`config.mk`:
```
export PLATFORM = sky130hd
export DESIGN_NAME = fetch_unit
export DESIGN_NICKNAME = d
export VERILOG_FILES = /design/src/rtl/armv8_pkg.sv /design/src/rtl/fetch_queue.sv /design/src/rtl/fetch_unit.sv
export SDC_FILE = /design/constraint.sdc
export NUM_CORES = 1
export LEC_CHECK = 0
export CAP_MARGIN = 25
export CORE_AREA = 2 2 185 187
export CTS_CLUSTER_DIAMETER = 100
export DETAILED_ROUTE_END_ITERATION = 16
export DIE_AREA = 0 0 187 189
export PLACE_DENSITY = 0.76
export RECOVER_POWER = 100
export SLEW_MARGIN = 10
export SYNTH_ARGS = -nofsm -noshare
export SYNTH_HDL_FRONTEND = slang
export SYNTH_SLANG_ARGS = --single-unit
export TNS_END_PERCENT = 5
```
`constraint.sdc`:
```
create_clock -name clk -period 3.4 [get_ports clk]
set_input_delay 0.51 -clock clk [delete_from_list [all_inputs] [get_ports clk]]
set_output_delay 0.51 -clock clk [all_outputs]
set_load 0.02 [all_outputs]
```
`src/rtl/armv8_pkg.sv`:
```
// Shared widths, constants and types for the instruction fetch path.
package armv8_pkg;

    localparam int ADDR_W  = 64;
    localparam int INSTR_W = 32;
    localparam logic [ADDR_W-1:0] PC_INC = 64'd4;

    typedef enum logic [1:0] {
        IDLE  = 2'd0,
        REQ   = 2'd1,
        FLUSH = 2'd2
    } fetch_state_t;

    typedef struct packed {
        logic [INSTR_W-1:0] instr;
        logic [ADDR_W-1:0]  pc;
    } fetch_entry_t;

endpackage

```
`src/rtl/fetch_queue.sv`:
```
// Instruction queue: circular buffer of {instr, pc} entries with a
// synchronous clear that overrides same-cycle push/pop.
module fetch_queue
    import armv8_pkg::*;
#(
    parameter int DEPTH = 2,
    localparam int PW = $clog2(DEPTH),
    localparam int LW = $clog2(DEPTH + 1)
) (
    input  logic               clk,
    input  logic               rst_n,
    input  logic               push,
    input  logic [INSTR_W-1:0] push_data,
    input  logic [ADDR_W-1:0]  push_pc,
    input  logic               pop,
    input  logic               clear,
    output logic               full,
    output logic               empty,
    output logic [LW-1:0]      level,
    output logic [INSTR_W-1:0] head_data,
    output logic [ADDR_W-1:0]  head_pc
);

    fetch_entry_t    slots [DEPTH];
    logic [PW-1:0]   rd_ptr;
    logic [PW-1:0]   wr_ptr;
    logic            do_push;
    logic            do_pop;

    assign full    = (level == LW'(DEPTH));
    assign empty   = (level == '0);
    assign do_pop  = pop && !empty;
    assign do_push = push && (!full || do_pop);

    // Head reads as zero while empty so idle outputs are deterministic.
    assign head_data = empty ? '0 : slots[rd_ptr].instr;
    assign head_pc   = empty ? '0 : slots[rd_ptr].pc;

    always_ff @(posedge clk or negedge rst_n) begin
        if (!rst_n) begin
            rd_ptr <= '0;
            wr_ptr <= '0;
            level  <= '0;
            for (int i = 0; i < DEPTH; i++) slots[i] <= '0;
        end else if (clear) begin
            rd_ptr <= '0;
            wr_ptr <= '0;
            level  <= '0;
        end else begin
            if (do_push) begin
                slots[wr_ptr] <= '{instr: push_data, pc: push_pc};
                wr_ptr        <= wr_ptr + PW'(1);
            end
            if (do_pop) rd_ptr <= rd_ptr + PW'(1);
            level <= level + LW'(do_push) - LW'(do_pop);
        end
    end

endmodule

```
`src/rtl/fetch_unit.sv`:
```
// Instruction fetch: pc/request FSM feeding fetch_queue, with branch redirect.
// Optional FETCH_STALL_COUNT_EN adds a saturating stall_cnt output.
module fetch_unit
    import armv8_pkg::*;
#(
    parameter logic [ADDR_W-1:0] RESET_VECTOR = 64'h0,
    parameter int QUEUE_DEPTH = 2
) (
    input  logic               clk,
    input  logic               rst_n,
    input  logic               redirect_valid,
    input  logic [ADDR_W-1:0]  redirect_pc,
    output logic               mem_req,
    output logic [ADDR_W-1:0]  mem_addr,
    input  logic               mem_ack,
    input  logic [INSTR_W-1:0] mem_rdata,
    output logic               inst_valid,
    input  logic               inst_ready,
    output logic [INSTR_W-1:0] inst_data,
    output logic [ADDR_W-1:0]  inst_pc
`ifdef FETCH_STALL_COUNT_EN
    ,
    output logic [31:0]        stall_cnt
`endif
);

    localparam int LW = $clog2(QUEUE_DEPTH + 1);

    fetch_state_t      state;
    logic [ADDR_W-1:0] pc;
    logic [ADDR_W-1:0] pc_next;
    logic [ADDR_W-1:0] target;
    logic [LW-1:0]     level;
    logic [LW-1:0]     level_next;
    logic              full;
    logic              empty;
    logic              push;
    logic              pop;
    logic              clear;

    assign target     = redirect_pc & ~64'h3;
    assign push       = (state == REQ) && mem_req && mem_ack && !redirect_valid && !full;
    assign pop        = inst_valid && inst_ready;
    assign clear      = redirect_valid && (state != IDLE);
    assign pc_next    = push ? pc + PC_INC : pc;
    assign level_next = level + LW'(push) - LW'(pop);
    assign inst_valid = !empty;

    fetch_queue #(.DEPTH(QUEUE_DEPTH)) u_queue (
        .clk       (clk),
        .rst_n     (rst_n),
        .push      (push),
        .push_data (mem_rdata),
        .push_pc   (pc),
        .pop       (pop),
        .clear     (clear),
        .full      (full),
        .empty     (empty),
        .level     (level),
        .head_data (inst_data),
        .head_pc   (inst_pc)
    );

    always_ff @(posedge clk or negedge rst_n) begin
        if (!rst_n) begin
            state    <= IDLE;
            pc       <= RESET_VECTOR;
            mem_req  <= 1'b0;
            mem_addr <= RESET_VECTOR;
        end else begin
            case (state)
                IDLE: begin
                    state    <= REQ;
                    mem_req  <= 1'b1;
                    pc       <= redirect_valid ? target : pc;
                    mem_addr <= redirect_valid ? target : pc;
                end
                REQ: begin
                    if (redirect_valid) begin
                        pc <= target;
                        // An in-flight request cannot be withdrawn: ride it out in FLUSH.
                        if (mem_req && !mem_ack) begin
                            state <= FLUSH;
                        end else begin
                            mem_req  <= 1'b1;
                            mem_addr <= target;
                        end
                    end else begin
                        pc       <= pc_next;
                        mem_req  <= (level_next != LW'(QUEUE_DEPTH));
                        mem_addr <= pc_next;
                    end
                end
                FLUSH: begin
                    if (redirect_valid) pc <= target;
                    if (mem_ack) begin
                        state    <= REQ;
                        mem_req  <= 1'b1;
                        mem_addr <= redirect_valid ? target : pc;
                    end
                end
                default: state <= IDLE;
            endcase
        end
    end

`ifdef FETCH_STALL_COUNT_EN
    always_ff @(posedge clk or negedge rst_n) begin
        if (!rst_n)
            stall_cnt <= '0;
        else if (mem_req && !mem_ack && (stall_cnt != 32'hFFFF_FFFF))
            stall_cnt <= stall_cnt + 32'd1;
    end
`endif

endmodule

```
== Yosys cells after proc, flatten, opt, wreduce, memory -nomap -nowiden ==
Cells that the tools add are included.

* Input bits: 101
* Bits in registers: 327

* Add/subtract/negate cells: 7
* Mux-type cells: 29
* Bitwise gates (word level): 3
* Reduce and logical (&&, ||, !) cells: 26
* Equal/unequal tests: 8
* $lt $le $gt $ge: 3

{| class="wikitable"
|+ Operator list
! operator !! number
|-
| two-way mux 64 bit || 7
|-
| two-way mux 96 bit || 4
|-
| bitwise mux 192 bit || 1
|-
| one-hot mux 64 bit (3 select lines) || 1
|-
| one-hot mux 64 bit (2 select lines) || 1
|-
| demux 96 bit (select 1 bit) || 1
|-
| adder 64 x 3 -> 64 bit, second input constant || 1
|-
| two-way mux 32 bit || 1
|-
| logical AND 1 bit || 10
|-
| two-way mux 2 bit || 4
|-
| nonzero test 2 bit || 4
|-
| two-way mux 1 bit || 7
|-
| inequality test 2 bit, second input constant || 3
|-
| one-hot mux 2 bit (3 select lines) || 1
|-
| AND reduction 3 bit || 2
|-
| adder 2 x 1 -> 2 bit || 2
|-
| equality test 2 bit, second input constant || 2
|-
| >= comparator 2 bit, second input constant || 2
|-
| logical NOT 1 bit || 4
|-
| logical NOT 2 bit || 2
|-
| inverter 1 -> 2 bit || 2
|-
| subtractor 2 x 1 -> 2 bit || 2
|-
| inequality test 3 bit, second input constant || 1
|-
| one-hot mux 1 bit (3 select lines) || 1
|-
| 9 further kinds || 10
|}

== Depth between registers and ports, before layout ==
* Depth after elaboration: 10
* Depth in mapped cells: 10
* Gate-level depth less buffers: 9

== Modules after synthesis ==
A second synthesis with hierarchy kept.

* Cells, all modules: 1630
* Area, all modules: 17115.2 um2

{| class="wikitable"
|+ By module, submodules not included
! module !! cells each !! area each (um2) !! instances
|-
| fetch_queue || 643 || 8898.5 || 1
|-
| fetch_unit || 987 || 8216.6 || 1
|}

== Worst setup path before layout ==
Ideal clock, no wire load.

* Path kind: input port to flip-flop
* Start: input port redirect_valid
* End: register mem_addr[49]
* Stages on the path: 7
* Path buffers: 1
* Data arrival time: 2.655 ns
* Library setup time: 0.076 ns
* Setup slack: 0.668 ns
* Data required time: 3.324 ns
* Path through: buf_2 and4b_1 nor4b_1 nand3_1 nor4_1 mux2_2 o21ai_1

* Longest elaborated chain between the ends: 6
* Elaborated cells between the ends (all ways): 10
* Those cells by class: eq/ne (1); mux (5); reduce/logical (4)

{| class="wikitable"
|+ Ends and longest elaborated chain
! item !! RTL line !! source
|-
| start, declared || fetch_unit.sv:11 || <nowiki>input logic redirect_valid,</nowiki>
|-
| logical NOT 1 bit || fetch_unit.sv:42 || <nowiki>assign push = (state == REQ) && mem_req && mem_ack && !redirect_valid && !full;</nowiki>
|-
| logical AND 1 bit (2 in a row) || fetch_unit.sv:42 ||
|-
| two-way mux 64 bit || fetch_unit.sv:45 || <nowiki>assign pc_next = push ? pc + PC_INC : pc;</nowiki>
|-
| two-way mux 64 bit || fetch_unit.sv:79 || <nowiki>if (redirect_valid) begin</nowiki>
|-
| one-hot mux 64 bit (3 select lines) || fetch_unit.sv:71 || <nowiki>case (state)</nowiki>
|-
| end signal, assigned || fetch_unit.sv:76 || <nowiki>mem_addr <= redirect_valid ? target : pc;</nowiki>
|-
| end signal, assigned || fetch_unit.sv:86 || <nowiki>mem_addr <= target;</nowiki>
|-
| end signal, assigned || fetch_unit.sv:91 || <nowiki>mem_addr <= pc_next;</nowiki>
|-
| end, declared || fetch_unit.sv:14 || <nowiki>output logic [ADDR_W-1:0] mem_addr,</nowiki>
|}

Parallel ways exist; a longest one is shown, timed or not. The select of a mux whose other input is x is not followed.
A chain may end at the register's enable or synchronous reset.

== Worst setup path after layout ==
* Start: register u_queue.rd_ptr
* End: output port inst_pc[46]

* Longest elaborated chain between the ends: 5

{| class="wikitable"
|+ Ends and longest elaborated chain
! item !! RTL line !! source
|-
| start, declared || fetch_queue.sv:25 || <nowiki>logic [PW-1:0] rd_ptr;</nowiki>
|-
| start signal, assigned || fetch_queue.sv:54 || <nowiki>if (do_pop) rd_ptr <= rd_ptr + PW'(1);</nowiki>
|-
| inverter 1 -> 2 bit (not written as such) || fetch_queue.sv:37 || <nowiki>assign head_pc = empty ? '0 : slots[rd_ptr].pc;</nowiki>
|-
| two-way mux 96 bit (3 in a row) || - ||
|-
| two-way mux 64 bit || fetch_queue.sv:37 ||
|-
| end, declared || fetch_unit.sv:20 || <nowiki>output logic [ADDR_W-1:0] inst_pc</nowiki>
|}

Every way passes these cells. The select of a mux whose other input is x is not followed.

==> impl_metrics.csv <==
group,metric,value,unit
timing,unrepaired_setup_endpoints_after_global_routing,"no",
timing,tightest_slew,2.58,ns
timing,max-slew-margin-rel,-72.0,%
cts,cts_buffers,36,
worst_setup_path,path_class,"register to primary output",
floorplan,die_width,187,um
hold_path,worstHoldPathType,"register to register",
logic_synthesis,post_synthesis_sequential_element_count,327,
cts,htree_levels,2,
logic_synthesis,synth_fp_nets,1706,
cts,clk_transition_reported_paths,0.06,ns
placement,globalplace.congestion,0.949,
logic_synthesis,netlist_area,16800,um2
finish,final_layout_size_suffix_gt1_share,18.6,%
logic_synthesis,yosys_most_used_dff,"dfrtp_1",
logic_synthesis,yosys.area.top_type_share,48.6,%
cts,tritoncts,"done",
cts,cts_resized,0,
worst_setup_path,setup.worst_path.start_class,"register",
logic_synthesis,synth_warnings,0,
logic_synthesis,synth-xor-area-share,0.521,%
cts,cts_sinks,327,
routing,post_drt_wl_per_cell,21.4,um
logic_synthesis,main_combinational_cell_family_by_area_after_synthesis,"multiplexers",
pwr,irDropWorstVdd,0.657,mV
global_routing,grt_overflow_total,0,
worst_setup_path,endpoint_kind,"primary output",
routing,first_iteration_detailed_routing_drc_count,1219,
run_status,status,"finished, violations left",
cts,clock_latency_reported_for_the_late_side_of_the_worst_skew_pair,0.53,ns
floorplan,die-height,189,um
global_routing,grt_pass1_vias,13914,
worst_setup_path,cp.arrival,2.72,ns
placement,port_buffers,260,
cts,holdBufCountCts,0,
routing,remaining_drcs,0,
cts,cts_max_path_buffers,3,
timing,final_period_minus_worst_setup_slack,3.23,ns
timing,final.setup_skew,0.0226,ns
placement,dp_hpwl,32700,um
pwr,total_power,19.3,mW
cts,cts-root-buf,"clkbuf_16",
run_status,failed_checks,"max-capacitance violations, max-slew violations",
logic_synthesis,post_synth.cell_area_avg,10.5,um2
timing,timing.fmax,310,MHz
global_routing,wire_length_of_the_first_global_routing_pass,77900,um
logic_synthesis,synth_area_in_adders,0.297,%
floorplan,ioPinCount,263,
logic_synthesis,complex_gate_fraction_of_the_synthesized_area,9.84,%
routing,avgViaCountPerCell,6.06,
floorplan,initial_core_util,50.6,%
finish,ff_latch_area,8190,um2
timing,timing_max_transition_violations_final,93,
logic_synthesis,synth_edf_count,0,
logic_synthesis,yosys-top-cells-area,"dfrtp_1 49%, mux2_2 15%, mux2i_1 8.0%",
logic_synthesis,asyncSetResetFlopFracSynth,100,%
floorplan,die_area,35300,um2
logic_synthesis,synth_top_area_cell,"dfrtp_1",
logic_synthesis,synthSimpleGateAreaFrac,14.5,%
routing,antenna_violating_nets_post_route,0,
worst_setup_path,crit_required,2.89,ns
timing,hold_violations,0,
finish,multi_input_area,8040,um2
floorplan,row_count,67,
routing,detailroute.via_count,13892,
finish,areaGrowthSynthToFinish,25.5,%
floorplan,core-area,33300,um2
finish,nets,1922,
pwr,leakagePower,8.96,nW
global_routing,grt_max_degree,109,
timing,timing.final.crit_share,94.9,%
routing,detail_route.wirelength,49100,um
worst_setup_path,worstPathMaxFanout,25,
finish,final.fill_count,2643,
logic_synthesis,ys_seq_area_share,48.6,%
cts,cts_post_setup_buffers_inserted,0,
pwr,power_per_cell_area,914,nW/um2
job,drv.max_cap_violation_count,1,
routing,drt_pre_antenna_iters,5,
timing,setup_viol,0,
logic_synthesis,synthMuxAreaShare,22.8,%
logic_synthesis,netlist-cell-type-count,78,
global_routing,grt_antenna_before_repair,5,
timing,tns,0,ns
global_routing,gr-usage-all-layers,27.5,%
logic_synthesis,netlist_instances,1601,
layer usage:
metal	up-vias	track usage [%]	wire length (um)
met2	672	44.1	22900
li1	6197	-	-
met5	-	0	42
met1	6876	35.7	19600
met4	6	11.1	1910
met3	141	7.30	4740
report_power, final:
group          switching, mW  internal, mW  leakage [nW]  total, mW
Combinational           4.28          3.76          4.41       8.04
Clock                   1.59          2.37         0.594       3.97
Sequential              1.61          5.69          3.95       7.30
Total                   7.48          11.8          8.96       19.3
cell families (layout without fill, tap and decap cells):
logic type      after synthesis  in the layout
other cells                   0              3
buf+inv                     147            389
mux                         355            355
compound gates              262            262
fa+ha+maj                     4              4
simple gates                496            496
xor+xnor                     10             10
flops                       327            327
state kept, by name (all words and copies together), names as in the netlist:
signal and flops:
mem_req 1, state 2, pc 64, mem_addr 64, u_queue.slots 192, u_queue.level 2
u_queue.rd_ptr 1, u_queue.wr_ptr 1
critical path, cell delays in order (launching register included):
cell and delay, ns:
dfrtp_4 0.80, buf_12 0.30, mux2i_1 0.35, nor2_1 0.07
dlygate4sd3_1 0.66
synth_stat cells, drive strengths merged, types with 4 or more instances:
cell	count
and3	23
o22ai	35
o31ai	8
nor4	17
buf	34
a21oi	49
nor2b	9
ha	4
xnor2	6
a31oi	10
o221a	5
or2	4
inv	19
o211ai	5
o21a	8
and2	15
nor3	34
clkbuf	93
a32oi	4
mux2i	135
a221oi	5
o21ai	87
or3	6
xor2	4
nand4	32
dfrtp	327
mux2	220
and4	5
a211oi	8
nand3	35
nor2	165
a41oi	6
nand2	126
nand2b	10
cells in the final DEF (no fill, tap or decap), types with 35 or more instances in the layout:
cell type and count:
dfrtp_1 326, mux2_2 220, nor2_1 165, dlygate4sd3_1 157
mux2i_1 135, nand2_1 125, clkdlybuf4s50_1 101, o21ai_0 85
a21oi_1 49, clkbuf_16 37, nand3_1 35, o22ai_1 35
per-stage QoR:
stage                     area (um2)  setup WS, ns  utilization, %  hold WS [ns]  cells
final                          21100         0.174            63.5         0.470   2294
after global routing           21100         0.106            63.4         0.498   2292
after CTS                      21200         0.268            63.8        0.0607   2291
after detailed placement       20000         0.139            60.1         0.464   2227
after global placement         20000         0.185            60.1         0.461   2227
after floorplan                16800         0.668               -         0.214   1601
area by class of cell:
| type | count | share of cell area, % |
|---|---|---|
| antenna | 3 | 0.0355 |
| clock buffer | 57 | 5.40 |
| clock inverter | 7 | 0.308 |
| inverter | 20 | 0.355 |
| multi-input combinational | 1127 | 38.1 |
| sequential | 327 | 38.8 |
| tap | 448 | 2.65 |
| timing repair buffer | 305 | 14.4 |
path summary, 6_finish.rpt:
check                      slack [ns]           start                end  depth (start not counted)
hold reg to reg                  0.47    mem_addr[22]       mem_addr[22]                          2
setup reg to reg                 0.27        state[0]       mem_addr[62]                          7
min in group asynchronous        0.77           rst_n  u_queue.slots[29]                          1
hold / removal                   0.47    mem_addr[22]       mem_addr[22]                          2
setup / recovery                 0.17  u_queue.rd_ptr        inst_pc[46]                          4
max in group asynchronous        0.84           rst_n  u_queue.slots[49]                          2
No activity file was read; power rests on OpenSTA's default activity.
